$ cat src/rtl/datamem_arbiter_if.sv
// Requester-side bus of the data-RAM arbiter: port 0 (MEM stage) and port 1 (loader/debug).
// master = requester side, slave = arbiter side.
interface datamem_arbiter_if #(
  parameter int ADDRESS_WIDTH = 32,
  parameter int DATA_WIDTH    = 32
);
  logic                     m0_req;
  logic                     m0_we;
  logic [ADDRESS_WIDTH-1:0] m0_addr;
  logic [DATA_WIDTH-1:0]    m0_wdata;
  logic                     m0_gnt;
  logic                     m0_rvalid;
  logic [DATA_WIDTH-1:0]    m0_rdata;

  logic                     m1_req;
  logic                     m1_we;
  logic [ADDRESS_WIDTH-1:0] m1_addr;
  logic [DATA_WIDTH-1:0]    m1_wdata;
  logic                     m1_lock;
  logic                     m1_gnt;
  logic                     m1_rvalid;
  logic [DATA_WIDTH-1:0]    m1_rdata;

  modport master (
    output m0_req, m0_we, m0_addr, m0_wdata,
    input  m0_gnt, m0_rvalid, m0_rdata,
    output m1_req, m1_we, m1_addr, m1_wdata, m1_lock,
    input  m1_gnt, m1_rvalid, m1_rdata
  );

  modport slave (
    input  m0_req, m0_we, m0_addr, m0_wdata,
    output m0_gnt, m0_rvalid, m0_rdata,
    input  m1_req, m1_we, m1_addr, m1_wdata, m1_lock,
    output m1_gnt, m1_rvalid, m1_rdata
  );
endinterface

$ cat src/rtl/datamem_arbiter.sv
// Fixed-priority arbiter sharing one single-port data RAM; port 1 may lock it for bursts.
// Grants combinational, read data registered (1 cycle). Optional port-1 aging: DMEM_ARB_AGING_EN.
module datamem_arbiter #(
  parameter int ADDRESS_WIDTH = 32,
  parameter int DATA_WIDTH    = 32,
  parameter int MAX_WAIT      = 8
) (
  input  logic                     clk,
  input  logic                     rst,
  datamem_arbiter_if.slave         bus,
  output logic                     mem_we,
  output logic [ADDRESS_WIDTH-1:0] mem_a,
  output logic [DATA_WIDTH-1:0]    mem_wd,
  input  logic [DATA_WIDTH-1:0]    mem_rd
);

  typedef enum logic {
    IDLE  = 1'b0,
    LOCK1 = 1'b1
  } state_t;

  state_t state, state_nxt;
  logic   m0_gnt, m1_gnt;
  logic   m1_prio;

`ifdef DMEM_ARB_AGING_EN
  localparam logic [7:0] MAX_WAIT_W = 8'(MAX_WAIT);
  logic [7:0] wait_cnt;

  always_ff @(posedge clk or posedge rst) begin
    if (rst) begin
      wait_cnt <= 8'd0;
    end else if (m1_gnt || !bus.m1_req) begin
      wait_cnt <= 8'd0;
    end else if (state == IDLE && wait_cnt != MAX_WAIT_W) begin
      wait_cnt <= wait_cnt + 8'd1;
    end
  end

  assign m1_prio = (wait_cnt == MAX_WAIT_W);
`else
  assign m1_prio = 1'b0;
`endif

  always_ff @(posedge clk or posedge rst) begin
    if (rst) state <= IDLE;
    else     state <= state_nxt;
  end

  // Grants are held low during reset so no RAM write can slip through mid-reset.
  always_comb begin
    m0_gnt    = 1'b0;
    m1_gnt    = 1'b0;
    state_nxt = state;
    if (!rst) begin
      case (state)
        IDLE: begin
          if (bus.m1_req && m1_prio) m1_gnt = 1'b1;
          else if (bus.m0_req)       m0_gnt = 1'b1;
          else if (bus.m1_req)       m1_gnt = 1'b1;
          if (m1_gnt && bus.m1_lock) state_nxt = LOCK1;
        end
        LOCK1: begin
          m1_gnt = bus.m1_req;
          // Dropping lock ends the burst whether or not this cycle carries an access.
          if (!bus.m1_lock) state_nxt = IDLE;
        end
        default: state_nxt = IDLE;
      endcase
    end
  end

  assign bus.m0_gnt = m0_gnt;
  assign bus.m1_gnt = m1_gnt;

  always_comb begin
    mem_we = 1'b0;
    mem_a  = '0;
    mem_wd = '0;
    if (m0_gnt) begin
      mem_we = bus.m0_we;
      mem_a  = bus.m0_addr;
      mem_wd = bus.m0_wdata;
    end else if (m1_gnt) begin
      mem_we = bus.m1_we;
      mem_a  = bus.m1_addr;
      mem_wd = bus.m1_wdata;
    end
  end

  always_ff @(posedge clk or posedge rst) begin
    if (rst) begin
      bus.m0_rvalid <= 1'b0;
      bus.m0_rdata  <= '0;
      bus.m1_rvalid <= 1'b0;
      bus.m1_rdata  <= '0;
    end else begin
      bus.m0_rvalid <= m0_gnt && !bus.m0_we;
      bus.m1_rvalid <= m1_gnt && !bus.m1_we;
      if (m0_gnt && !bus.m0_we) bus.m0_rdata <= mem_rd;
      if (m1_gnt && !bus.m1_we) bus.m1_rdata <= mem_rd;
    end
  end

endmodule

$ cat src/flat_wrapper.sv
// flat-port wrapper written by rule: the top's interface ports become plain ports
module datamem_arbiter_flat 
#(
  parameter int ADDRESS_WIDTH = 32,
  parameter int DATA_WIDTH    = 32,
  parameter int MAX_WAIT      = 8
)
  (clk, rst, mem_we, mem_a, mem_wd, mem_rd, bus_m0_req, bus_m0_we, bus_m0_addr, bus_m0_wdata, bus_m0_gnt, bus_m0_rvalid, bus_m0_rdata, bus_m1_req, bus_m1_we, bus_m1_addr, bus_m1_wdata, bus_m1_lock, bus_m1_gnt, bus_m1_rvalid, bus_m1_rdata);
  datamem_arbiter_if #(.ADDRESS_WIDTH(ADDRESS_WIDTH), .DATA_WIDTH(DATA_WIDTH)) bus_i ();
  input  logic clk;
  input  logic rst;
  output logic mem_we;
  output logic [ADDRESS_WIDTH-1:0] mem_a;
  output logic [DATA_WIDTH-1:0] mem_wd;
  input  logic [DATA_WIDTH-1:0] mem_rd;
  input wire logic [$bits(bus_i.m0_req)-1:0] bus_m0_req;
  input wire logic [$bits(bus_i.m0_we)-1:0] bus_m0_we;
  input wire logic [$bits(bus_i.m0_addr)-1:0] bus_m0_addr;
  input wire logic [$bits(bus_i.m0_wdata)-1:0] bus_m0_wdata;
  output wire logic [$bits(bus_i.m0_gnt)-1:0] bus_m0_gnt;
  output wire logic [$bits(bus_i.m0_rvalid)-1:0] bus_m0_rvalid;
  output wire logic [$bits(bus_i.m0_rdata)-1:0] bus_m0_rdata;
  input wire logic [$bits(bus_i.m1_req)-1:0] bus_m1_req;
  input wire logic [$bits(bus_i.m1_we)-1:0] bus_m1_we;
  input wire logic [$bits(bus_i.m1_addr)-1:0] bus_m1_addr;
  input wire logic [$bits(bus_i.m1_wdata)-1:0] bus_m1_wdata;
  input wire logic [$bits(bus_i.m1_lock)-1:0] bus_m1_lock;
  output wire logic [$bits(bus_i.m1_gnt)-1:0] bus_m1_gnt;
  output wire logic [$bits(bus_i.m1_rvalid)-1:0] bus_m1_rvalid;
  output wire logic [$bits(bus_i.m1_rdata)-1:0] bus_m1_rdata;
  assign bus_i.m0_req = bus_m0_req;
  assign bus_i.m0_we = bus_m0_we;
  assign bus_i.m0_addr = bus_m0_addr;
  assign bus_i.m0_wdata = bus_m0_wdata;
  assign bus_m0_gnt = bus_i.m0_gnt;
  assign bus_m0_rvalid = bus_i.m0_rvalid;
  assign bus_m0_rdata = bus_i.m0_rdata;
  assign bus_i.m1_req = bus_m1_req;
  assign bus_i.m1_we = bus_m1_we;
  assign bus_i.m1_addr = bus_m1_addr;
  assign bus_i.m1_wdata = bus_m1_wdata;
  assign bus_i.m1_lock = bus_m1_lock;
  assign bus_m1_gnt = bus_i.m1_gnt;
  assign bus_m1_rvalid = bus_i.m1_rvalid;
  assign bus_m1_rdata = bus_i.m1_rdata;
  datamem_arbiter #(.ADDRESS_WIDTH(ADDRESS_WIDTH), .DATA_WIDTH(DATA_WIDTH), .MAX_WAIT(MAX_WAIT)) u_core (.clk(clk), .rst(rst), .bus(bus_i), .mem_we(mem_we), .mem_a(mem_a), .mem_wd(mem_wd), .mem_rd(mem_rd));
endmodule
$ cat config.mk
export PLATFORM = sky130hd
export DESIGN_NAME = datamem_arbiter_flat
export DESIGN_NICKNAME = d
export VERILOG_FILES = /design/src/rtl/datamem_arbiter_if.sv /design/src/rtl/datamem_arbiter.sv /design/src/flat_wrapper.sv
export SDC_FILE = /design/constraint.sdc
export NUM_CORES = 1
export LEC_CHECK = 0
export CORE_AREA = 4 4 114 116
export CTS_CLUSTER_DIAMETER = 60
export CTS_CLUSTER_SIZE = 12
export DETAILED_ROUTE_END_ITERATION = 7
export DIE_AREA = 0 0 118 120
export GPL_TIMING_DRIVEN = 0
export MAX_ROUTING_LAYER = met4
export PLACE_DENSITY = 0.72
export SETUP_SLACK_MARGIN = 0.1
export SLEW_MARGIN = 20
export SYNTH_ARGS = -nofsm -noshare
export SYNTH_HDL_FRONTEND = slang
export SYNTH_SLANG_ARGS = --single-unit
$ cat constraint.sdc
create_clock -name clk -period 2.87 [get_ports clk]
set_input_delay 0.574 -clock clk [delete_from_list [all_inputs] [get_ports clk]]
set_output_delay 0.574 -clock clk [all_outputs]
set_load 0.05 [all_outputs]
; Word level (Yosys, flattened, before mapping)
; Cells that the tools add are included.
[classes]
mux = 18
n_reduce_logical = 5
bitwise_logic = 1
[op_table]
columns = op, n
row1 = $mux 32, 4
row2 = $mux 1, 12
row3 = $pmux 1 s2, 2
row4 = $logic_and 1x1->1, 3
row5 = $logic_not 1->1, 2
row6 = $not 1->1, 1
[totals]
register_bits = 67
wordCells = 29
out_inout_bits = 133

; Depth between registers and ports, before layout
; Gate-level depths: netlist (run 1).
[logic_depth]
depth_word = 8
ltp_mapped = 5
ltp_nobuf = 3

; Least setup slack after synthesis (run 1)
; Ideal clock, no wire load.
[synth_path]
kind = input -> output
from = in rst
to = out mem_wd[22]
arrival_ps = 2096
n_path_buf = 1
slack_ps = 200
path_stages = 4
path_cell_list = nand2b_1 nor2_1 clkbuf_1 a22o_1
[synth_between]
elab_chain_cells = 3
word_cells_on_any_way = 4
classes_between = mux (4)
[synth_rtl]
columns = item, line_no
row1 = start: declaration, flat_wrapper.sv:11  ; input logic rst;
row2 = $mux 1, datamem_arbiter.sv:55  ; if (!rst) begin
row3 = named net bus_m1_gnt, flat_wrapper.sv:28  ; output wire logic [$bits(bus_i.m1_gnt)-1:0] bus_m1_gnt;
row4 = $mux 32, datamem_arbiter.sv:84  ; end else if (m1_gnt) begin
row5 = $mux 32, datamem_arbiter.sv:80  ; if (m0_gnt) begin
row6 = end: declaration, flat_wrapper.sv:14  ; output logic [DATA_WIDTH-1:0] mem_wd;
; The timed path passes the listed nets, and every way through them passes these cells.

; Final worst setup path (run 1)
[layout_path]
from = in bus_m0_req
to = out mem_wd[6]
[layout_between]
elab_chain_cells = 7
word_cells_on_any_way = 10
classes_between = mux (10)
[layout_rtl]
columns = item, line_no
row1 = start: declaration, flat_wrapper.sv:16  ; input wire logic [$bits(bus_i.m0_req)-1:0] bus_m0_req;
row2 = $mux 1, datamem_arbiter.sv:59  ; else if (bus.m0_req) m0_gnt = 1'b1;
row3 = $mux 1, datamem_arbiter.sv:56  ; case (state)
row4 = $mux 1, datamem_arbiter.sv:55
row5 = $pmux 1 s2, datamem_arbiter.sv:56
row6 = $mux 1, datamem_arbiter.sv:55
row7 = $mux 32, datamem_arbiter.sv:84
row8 = $mux 32 (*), datamem_arbiter.sv:80
; Every way passes the cells marked *; elsewhere a longest branch is shown, timed or not. The select of a mux whose other input is x is not followed.

==> results of run 1 <==
through the flow:
stage | hold WS (ps) | utilization [%] | cells
after floorplan | 503 | - | 226
after global placement | 467 | 53.2 | 672
after detailed placement | 474 | 53.4 | 673
after CTS | 465 | 55.9 | 692
after global routing | 492 | 55.4 | 693
final | 464 | 55.4 | 693
layout by cell type, fill, tap and decap left out, types with 5 or more instances in the layout:
cell type	instances
a22o_1	65
buf_2	23
buf_4	45
buf_6	12
clkbuf_16	9
clkbuf_4	5
clkdlybuf4s50_1	231
dfrtp_1	67
mux2_1	58
mux2_2	6
report_power, final:
part	total (mW)	leakage, nW	switching (mW)	internal (mW)
sequential	1.28	0.802	0.114	1.17
combinational	2.26	1.93	1.42	0.839
clock	1.22	0.158	0.414	0.811
kinds of logic after synthesis:
group | synth area share, %
DFF | 53.1
muxes | 22.8
and+or+nand+nor | 1.74
AOI/OAI and AO/OA | 18.3
buffers and inverters | 3.96
state kept, by name (all words and copies together) (netlist names):
signal and count:
u_core.bus.m0_rvalid 1, u_core.state 1, u_core.bus.m1_rvalid 1, u_core.bus.m0_rdata 32
u_core.bus.m1_rdata 32
final timing paths:
check,slack [ps],end,cells after the start
worst max-delay path,110,mem_wd[6],6
worst min-delay path,460,u_core.state,2
worst max register to register,1080,u_core.bus.m0_rdata[23],5
worst min register to register,480,u_core.bus.m1_rdata[0],1
max in group asynchronous,1870,u_core.bus.m0_rdata[0],3
min in group clk,480,u_core.bus.m1_rdata[0],1
final cells by class:
| cell class | instances | area (µm²) | share of cell area (%) |
|---|---|---|---|
| Multi-Input combinational cell | 137 | 1380 | 21.0 |
| Buffer | 21 | 161 | 2.45 |
| Inverter | 1 | 6.26 | 0.0948 |
| Sequential cell | 67 | 1680 | 25.4 |
| Tap cell | 147 | 184 | 2.79 |
| Antenna cell | 1 | 2.50 | 0.0379 |
| Clock buffer | 11 | 253 | 3.83 |
| Clock inverter | 5 | 83.8 | 1.27 |
| Timing Repair Buffer | 303 | 2850 | 43.2 |
what timing repair did:
item                                    in CTS  in global routing
pin swaps                                    1                  0
cloned                                       2                  0
setup buffers                                1                  1
endpoints found under the setup margin      67                 62
resized for setup                          366                 43
layer usage:
layer / share of wire [%] / vias up / track usage, %
li1: - / 1497 / -
met3: 8.3 / 19 / 8.81
met5: 0 / - / -
met2: 49 / 169 / 36.0
met4: 3.0 / 0 / 6.96
met1: 40 / 1591 / 24.5
==> reports/summary.txt, run 1 <==
Startpoint Class -> primary input
GRT Overall Usage -> 21.9%
Post-synth EDFFs -> 0
Root Driver -> clkbuf_16
first drt pass iteration count -> 4
final setup violation count -> 0
Row Count -> 40
RSZ-0062 raised after global routing -> yes
final hold vios -> 0
Syn Nets -> 393
initial antenna violation count -> 1
# DRC -> 0
H-tree levels -> 3
Top Ports -> 300
worst setup margin -> 113 ps
critical path's slowest cell -> clkdlybuf4s50_1
Least-Margin Pin Slew -> 540 ps
GR Overflow Total -> 0
worst clock skew -> 8.94 ps
Max Transition Viols Final -> 0
vias per cell -> 4.73
FMAX -> 0.363 GHz
die area -> 0.0142 mm²
r2r startpoint -> u_core.state
Initial Util -> 26.5%
DRT antenna net count -> 0
P&R area growth vs syn -> 109%
fin area -> 0.00660 mm²
cell family with most CP delay -> buffers and inverters
hold_buf cts -> 0
final critical-path required period -> 2760 ps
clock-pin slew on the worst setup and hold paths -> 60 ps
fillcell total -> 1026
ranking of synthesized cells by area -> dfrtp_1 53%, mux2_1 21%, a22o_1 18%
Buf/Inv on CP -> 4
DRT Wirelength -> 15.6 mm
CP startpoint -> bus_m0_req
worst skew pair latency -> 320 ps
Cell Area, Synth -> 0.00316 mm²
Gate Count Post-Synth -> 226
layout cells sized above 1 -> 22.0%
Post-synth top cells -> 67 x dfrtp_1, 65 x a22o_1, 58 x mux2_1
required time worst endpoint -> 2300 ps
Die Width -> 118 µm
Top FF cell, synth -> dfrtp_1
first-pass GRT wire length -> 22.9 mm
Mapped Avg Cell Area -> 14.0 µm²
CP max stage delay -> 520 ps
Tcrit/Tclk final -> 96.1%
CTS tree -> built
Placeable Area -> 0.0119 mm²
top-count cell post-synth -> dfrtp_1
WS Path Type -> in2out
#FFs+latches synth -> 67
cell taking the most area after synthesis -> dfrtp_1
Inserted Clock Buffers -> 9
PortBufs -> 299
hpwl dp -> 12.7 mm
pre-CTS WS -> -976 ps
largest net degree at the start of global routing -> 43
CP max FO -> 10
ys async rst share -> 100%
post-synthesis sequential area ratio -> 53.1%
drt wl/cell -> 22.5 µm
Hold WC Path Type -> in2async
Leak -> 2.89 nW
status -> finished, final reports clean
Clock Path Buffers -> 2
Top cell by count, worst path -> buf_4
critical path cell sequence -> clkdlybuf4s50_1 -> nor3b_4 -> buf_4 -> buf_4 -> a22o_1 -> buf_6
crit end category -> output pin
vias in the first global route -> 3608
post-synth cell types -> 16
GP Congestion -> 0.937
Ys Warns -> 0
Placed Area -> 0.00635 mm²
max_slew headroom -> 63.9%
initial DRC count -> 136
Pwr Total -> 4.77 mW
Synth top area share -> 53.1%
via count -> 3276
power per cell area -> 723 mW/mm²
arrival time worst endpoint -> 2180 ps
Worst VDD drop -> 0.000494 V
max_cap viols -> 0
NumNets Final -> 707
die height -> 120 µm
Sum Neg Setup Slack -> 0 ps
CTS Sinks -> 67
Note: power is estimated with default switching activity, not from simulation.
==> inputs of run 2 (changes only) <==
==> constraint.sdc (replaced) <==
create_clock -name clk -period 2.87 [get_ports clk]
set_input_delay 0.861 -clock clk [delete_from_list [all_inputs] [get_ports clk]]
set_output_delay 0.861 -clock clk [all_outputs]
set_load 0.05 [all_outputs]
==> reports/summary.txt, run 2 (synthesized netlist as in run 1, its figures left out) <==
status -> finished, final reports clean
Root Driver -> clkbuf_16
die height -> 120 µm (unchanged)
fillcell total -> 904 (-12%)
crit end category -> output pin
CTS Sinks -> 67 (unchanged)
worst skew pair latency -> 330 ps (about the same)
arrival time worst endpoint -> 1960 ps (-220 ps)
RSZ-0062 raised after global routing -> yes
drt wl/cell -> 23.6 µm (+4.8%)
Max Transition Viols Final -> 0 (unchanged)
FF-to-FF End -> u_core.bus.m1_rdata[19]
Placed Area -> 0.00646 mm² (+1.7%)
die area -> 0.0142 mm² (unchanged)
Tcrit/Tclk final -> 98.3% (+2.3 points)
initial antenna violation count -> 0 (-1)
P&R area growth vs syn -> 141%
vias in the first global route -> 3714 (+2.9%)
most common cell after layout, fill and taps aside -> clkdlybuf4s50_1
Die Width -> 118 µm (unchanged)
power per cell area -> 643 mW/mm² (-11%)
pre-CTS WS -> -1550 ps (-576 ps)
r2r startpoint -> u_core.state
GP Congestion -> 0.878 (-6.3%)
Clock Path Buffers -> 2 (unchanged)
first drt pass iteration count -> 4 (unchanged)
first-pass GRT wire length -> 22.9 mm (+0.18%)
worst setup margin -> 47.6 ps (-65.5 ps)
Worst Hold Depth -> 1
layout cells sized above 1 -> 34.8% (+13 points)
initial DRC count -> 165 (+21%)
vias per cell -> 4.81 (+1.7%)
CP max FO -> 8 (-2)
# DRC -> 0 (unchanged)
required time worst endpoint -> 2010 ps (-290 ps)
Top Ports -> 300 (unchanged)
fin area -> 0.00760 mm² (+15%)
Initial Util -> 26.5% (unchanged)
DRT Wirelength -> 16.6 mm (+6.4%)
Inserted Clock Buffers -> 9 (unchanged)
Placeable Area -> 0.0119 mm² (unchanged)
fin cells -> 704 (+1.6%)
clock-pin slew on the worst setup and hold paths -> 60 ps (about the same)
Final Core Density -> 63.8% (+8.4 points)
antenna cell count -> 0 (-1)
final hold vios -> 0 (unchanged)
Sum Neg Setup Slack -> 0 ps (unchanged)
hold_buf cts -> 0 (unchanged)
largest net degree at the start of global routing -> 42 (-2.3%)
NumNets Final -> 719 (+1.7%)
Leak -> 3.30 nW (+14%)
final setup violation count -> 0 (unchanged)
DRT antenna net count -> 0 (unchanged)
Hold WS -> 483 ps (+19.1 ps)
via count -> 3383 (+3.3%)
biggest regs -> u_core.bus.m0_rdata: 32 flops, u_core.bus.m1_rdata: 32 flops
flop-to-flop setup slack -> 940 ps (-140 ps)
Least-Margin Pin Slew -> 561 ps (+20.8 ps)
most frequent cells in the layout -> 229 x clkdlybuf4s50_1, 67 x dfrtp_1, 58 x mux2_1, 35 x a22o_4
Row Count -> 40 (unchanged)
hpwl dp -> 12.6 mm (-1.4%)
GRT Overall Usage -> 21.9% (-0.039 points)
Cells after DPL -> 673 (unchanged)
H-tree levels -> 3 (unchanged)
FMAX -> 0.354 GHz (-2.3%)
worst clock skew -> 6.53 ps (-2.41 ps)
CTS tree -> built
max_cap viols -> 0 (unchanged)
Hold WC Path Type -> reg2reg
GR Overflow Total -> 0 (unchanged)
Reg2Reg Depth -> 6 (+1)
Startpoint Class -> primary input
max_slew headroom -> 62.5% (-1.4 points)
WS Path Type -> in2out
Pwr Total -> 4.89 mW (+2.5%)
Worst VDD drop -> 0.000523 V (+5.8%)
final critical-path required period -> 2820 ps (+65.5 ps)
PortBufs -> 299 (unchanged)
Worst Hold Launch -> u_core.bus.m1_rdata[15]
hold endpoint -> u_core.bus.m1_rdata[15]
-- run 2: layer usage --
metal  global-route usage, %  wire [µm]
met2                    38.5       8630
met5                       -          0
met4                    4.62        365
met3                    8.06       1450
met1                    23.8       6150
-- run 2: how the worst max path moves through the flow --
| stage | start | depth (start not counted) | end |
|---|---|---|---|
| after global routing | bus_m0_req | 7 | mem_wd[18] |
| after floorplan | rst | 4 | mem_a[14] |
| after CTS | bus_m0_req | 7 | mem_a[21] |
| final | bus_m0_req | 7 | mem_wd[18] |
| after detailed placement | rst | 6 | mem_wd[20] |
| after global placement | rst | 6 | mem_wd[20] |
-- run 2: layout make-up --
class | count | area [µm²] | share of cell area [%]
Inverter | 1 | 6.26 | 0.0823
Timing Repair Buffer | 315 | 3450 | 45.5
Buffer | 21 | 250 | 3.29
Multi-Input combinational cell | 137 | 1720 | 22.6
Clock buffer | 9 | 225 | 2.96
Clock inverter | 7 | 82.6 | 1.09
Tap cell | 147 | 184 | 2.42
Sequential cell | 67 | 1680 | 22.1
-- run 2: what timing repair did --
item	CTS	global route
endpoints found under the setup margin	67	67
resized for setup	510	87
gates cloned	3	5
buffers inserted	9	2
pin swaps	3	30
-- run 2: critical path, cell delays in order --
cell       delay, ps
buf_8            100
nor3b_4          140
buf_6            140
buf_12           150
clkbuf_16        160
a22o_4           250
buf_12           150
-- run 2: power by group --
group          total, mW  leakage, nW  internal (mW)  switching (mW)
registers           1.29        0.802           1.17           0.116
clock network       1.12        0.145          0.686           0.434
logic               2.48         2.36           1.01            1.48
total               4.89         3.30           2.86            2.03
==> inputs of run 3 (changes only) <==
--- a/config.mk
+++ b/config.mk
@@ -5,14 +5,16 @@
 export SDC_FILE = /design/constraint.sdc
 export NUM_CORES = 1
 export LEC_CHECK = 0
-export CORE_AREA = 4 4 114 116
+export CELL_PAD_IN_SITES_DETAIL_PLACEMENT = 0
+export CELL_PAD_IN_SITES_GLOBAL_PLACEMENT = 1
+export CORE_MARGIN = 4
+export CORE_UTILIZATION = 21
 export CTS_CLUSTER_DIAMETER = 60
 export CTS_CLUSTER_SIZE = 12
 export DETAILED_ROUTE_END_ITERATION = 7
-export DIE_AREA = 0 0 118 120
 export GPL_TIMING_DRIVEN = 0
 export MAX_ROUTING_LAYER = met4
-export PLACE_DENSITY = 0.72
+export PLACE_DENSITY_LB_ADDON = 0.1
 export SETUP_SLACK_MARGIN = 0.1
 export SLEW_MARGIN = 20
 export SYNTH_ARGS = -nofsm -noshare
==> reports/summary.txt, run 3 (synthesized netlist as in run 1, its figures left out) <==
vias per cell -> 4.44 (-7.6%)
Tcrit/Tclk final -> 97.7% (-0.68 points)
Worst Hold Launch -> u_core.bus.m0_rdata[4]
power per cell area -> 637 mW/mm² (-1.0%)
initial antenna violation count -> 0 (unchanged)
Placed Area -> 0.00651 mm² (+0.72%)
Top cell by count, worst path -> buf_8
first drt pass iteration count -> 4 (unchanged)
Hold WS -> 480 ps (-3.20 ps)
GRT Overall Usage -> 16.5% (-5.3 points)
max_slew headroom -> 62.3% (-0.16 points)
RSZ-0062 raised after global routing -> yes
critical path cell sequence -> buf_8 -> nand2b_4 -> nor2_4 -> buf_8 -> buf_6 -> buf_8 -> a22o_4 -> buf_8
die height -> 131 µm (+8.8%)
DRT Wirelength -> 15.1 mm (-9.0%)
antenna cell count -> 0 (unchanged)
required time worst endpoint -> 2010 ps (about the same)
vias in the first global route -> 3514 (-5.4%)
Multi-input gate area -> 0.00166 mm² (-3.5%)
Top Ports -> 300 (unchanged)
Inserted Clock Buffers -> 9 (unchanged)
final critical-path required period -> 2800 ps (-19.5 ps)
max_cap viols -> 0 (unchanged)
sw frac -> 40.9% (-0.57 points)
P&R area growth vs syn -> 138%
GR Overflow Total -> 0 (unchanged)
NumNets Final -> 718 (-0.14%)
CTS Sinks -> 67 (unchanged)
via count -> 3280 (-3.0%)
Switch Pwr -> 1.96 mW (-3.5%)
H-tree levels -> 3 (unchanged)
initial DRC count -> 55 (-67%)
Buf/Inv on CP -> 5 (unchanged)
sequential share of power -> 26.8% (+0.5 points)
Pwr Total -> 4.78 mW (-2.1%)
Startpoint Class -> primary input
biggest regs -> u_core.bus.m0_rdata: 32 flops, u_core.bus.m1_rdata: 32 flops
cell family with most CP delay -> buffers and inverters
worst setup margin -> 67.1 ps (+19.5 ps)
status -> finished, final reports clean
Worst VDD drop -> 0.000560 V (+7.1%)
WS Path Type -> in2out
hold_buf cts -> 0 (unchanged)
clock-pin slew on the worst setup and hold paths -> 60 ps (about the same)
PortBufs -> 299 (unchanged)
final setup violation count -> 0 (unchanged)
Clock Path Buffers -> 2 (unchanged)
Hold WC Path Type -> reg2reg
drt wl/cell -> 20.4 µm (-13%)
largest net degree at the start of global routing -> 43 (+2.4%)
Least-Margin Pin Slew -> 564 ps (+2.39 ps)
fin area -> 0.00751 mm² (-1.1%)
CP max stage delay -> 180 ps (-70 ps)
Pint -> 2.83 mW (-1.2%)
most frequent cells in the layout -> 229 x clkdlybuf4s50_1, 67 x dfrtp_1, 58 x mux2_1, 32 x a22o_2, 31 x buf_8
CP max FO -> 6 (-2)
most common cell after layout, fill and taps aside -> clkdlybuf4s50_1
power share of the clock group -> 22.4% (-0.5 points)
critical path's slowest cell -> nor2_4
Leak -> 3.25 nW (-1.5%)
r2r startpoint -> u_core.state
hpwl dp -> 11.7 mm (-6.6%)
pre-CTS WS -> -1540 ps (+8.27 ps)
final hold vios -> 0 (unchanged)
FMAX -> 0.357 GHz (+0.70%)
CTS tree -> built
# DRC -> 0 (unchanged)
Max Transition Viols Final -> 0 (unchanged)
layout cells sized above 1 -> 34.6% (-0.23 points)
worst clock skew -> 5.77 ps (-0.758 ps)
GP Congestion -> 0.722 (-18%)
Row Count -> 44 (+10%)
FF/Latch Area -> 0.00168 mm² (unchanged)
fillcell total -> 1297 (+43%)
DRT antenna net count -> 0 (unchanged)
worst skew pair latency -> 330 ps (about the same)
die area -> 0.0171 mm² (+20%)
arrival time worst endpoint -> 1940 ps (-20 ps)
CP startpoint -> rst
Gate power share -> 50.8% (about the same)
Root Driver -> clkbuf_16
Initial Util -> 21.5% (-4.9 points)
Placeable Area -> 0.0146 mm² (+23%)
crit end category -> output pin
first-pass GRT wire length -> 20.7 mm (-10%)
Die Width -> 131 µm (+11%)
## run 3: cell types whose count changed in the layout (fill, tap and decap cells not counted), sizes merged
cell           change
clkbuf             -5
bufbuf             +1
buf                +4
clkinv             +3
clkinvlp           -2
inv                -2
clkdlybuf4s18      -1
## run 3: final cells by class
cell class / instances / area share, %
Clock inverter: 6 / 0.883
Sequential cell: 67 / 22.3
Clock buffer: 9 / 3.00
Tap cell: 184 / 3.06
Buffer: 21 / 3.51
Inverter: 1 / 0.0833
Timing Repair Buffer: 314 / 45.1
Multi-Input combinational cell: 137 / 22.1
## run 3: path summary, 6_finish.rpt
check / end / slack [ps] / depth (start not counted)
max: mem_wd[8] / 70 / 8
min: u_core.bus.m0_rdata[4] / 480 / 1
max reg2reg: u_core.bus.m0_rdata[6] / 1080 / 6
min reg2reg: u_core.bus.m0_rdata[4] / 480 / 1
max in group asynchronous: u_core.bus.m1_rdata[28] / 1690 / 4
min in group asynchronous: u_core.bus.m1_rdata[10] / 630 / 3
## run 3: routing by layer
metal / track usage (%) / up-vias / part of all wire (%)
met5: - / - / 0
met4: 3.57 / 0 / 1.3
met3: 5.04 / 14 / 8.5
met2: 30.5 / 149 / 54
met1: 17.4 / 1586 / 36
li1: - / 1531 / -
## run 3: what timing repair did
item,in CTS,in global routing
pin swaps,2,22
setup endpoints to repair,67,65
buffers inserted,5,1
gates cloned,4,4
resized for setup,540,35
## run 3: stage by stage
| step | instances | setup TNS (ps) | util, % |
|---|---|---|---|
| after floorplan | 226 | 0 | - |
| after global placement | 709 | -143430 | 44.3 |
| after detailed placement | 710 | -87720 | 44.5 |
| after CTS | 734 | 0 | 49.8 |
| after global routing | 739 | 0 | 51.3 |
| final | 739 | 0 | 51.3 |
## run 3: power groups by stage
stage               Combinational [mW]  Clock [mW]  Sequential [mW]
finish                            2.43        1.07             1.28
global route                      2.52        1.17             1.32
CTS                               2.41        1.11             1.28
detailed placement                2.29           0             1.29
global placement                  2.28           0             1.28
floorplan                        0.551           0             2.08
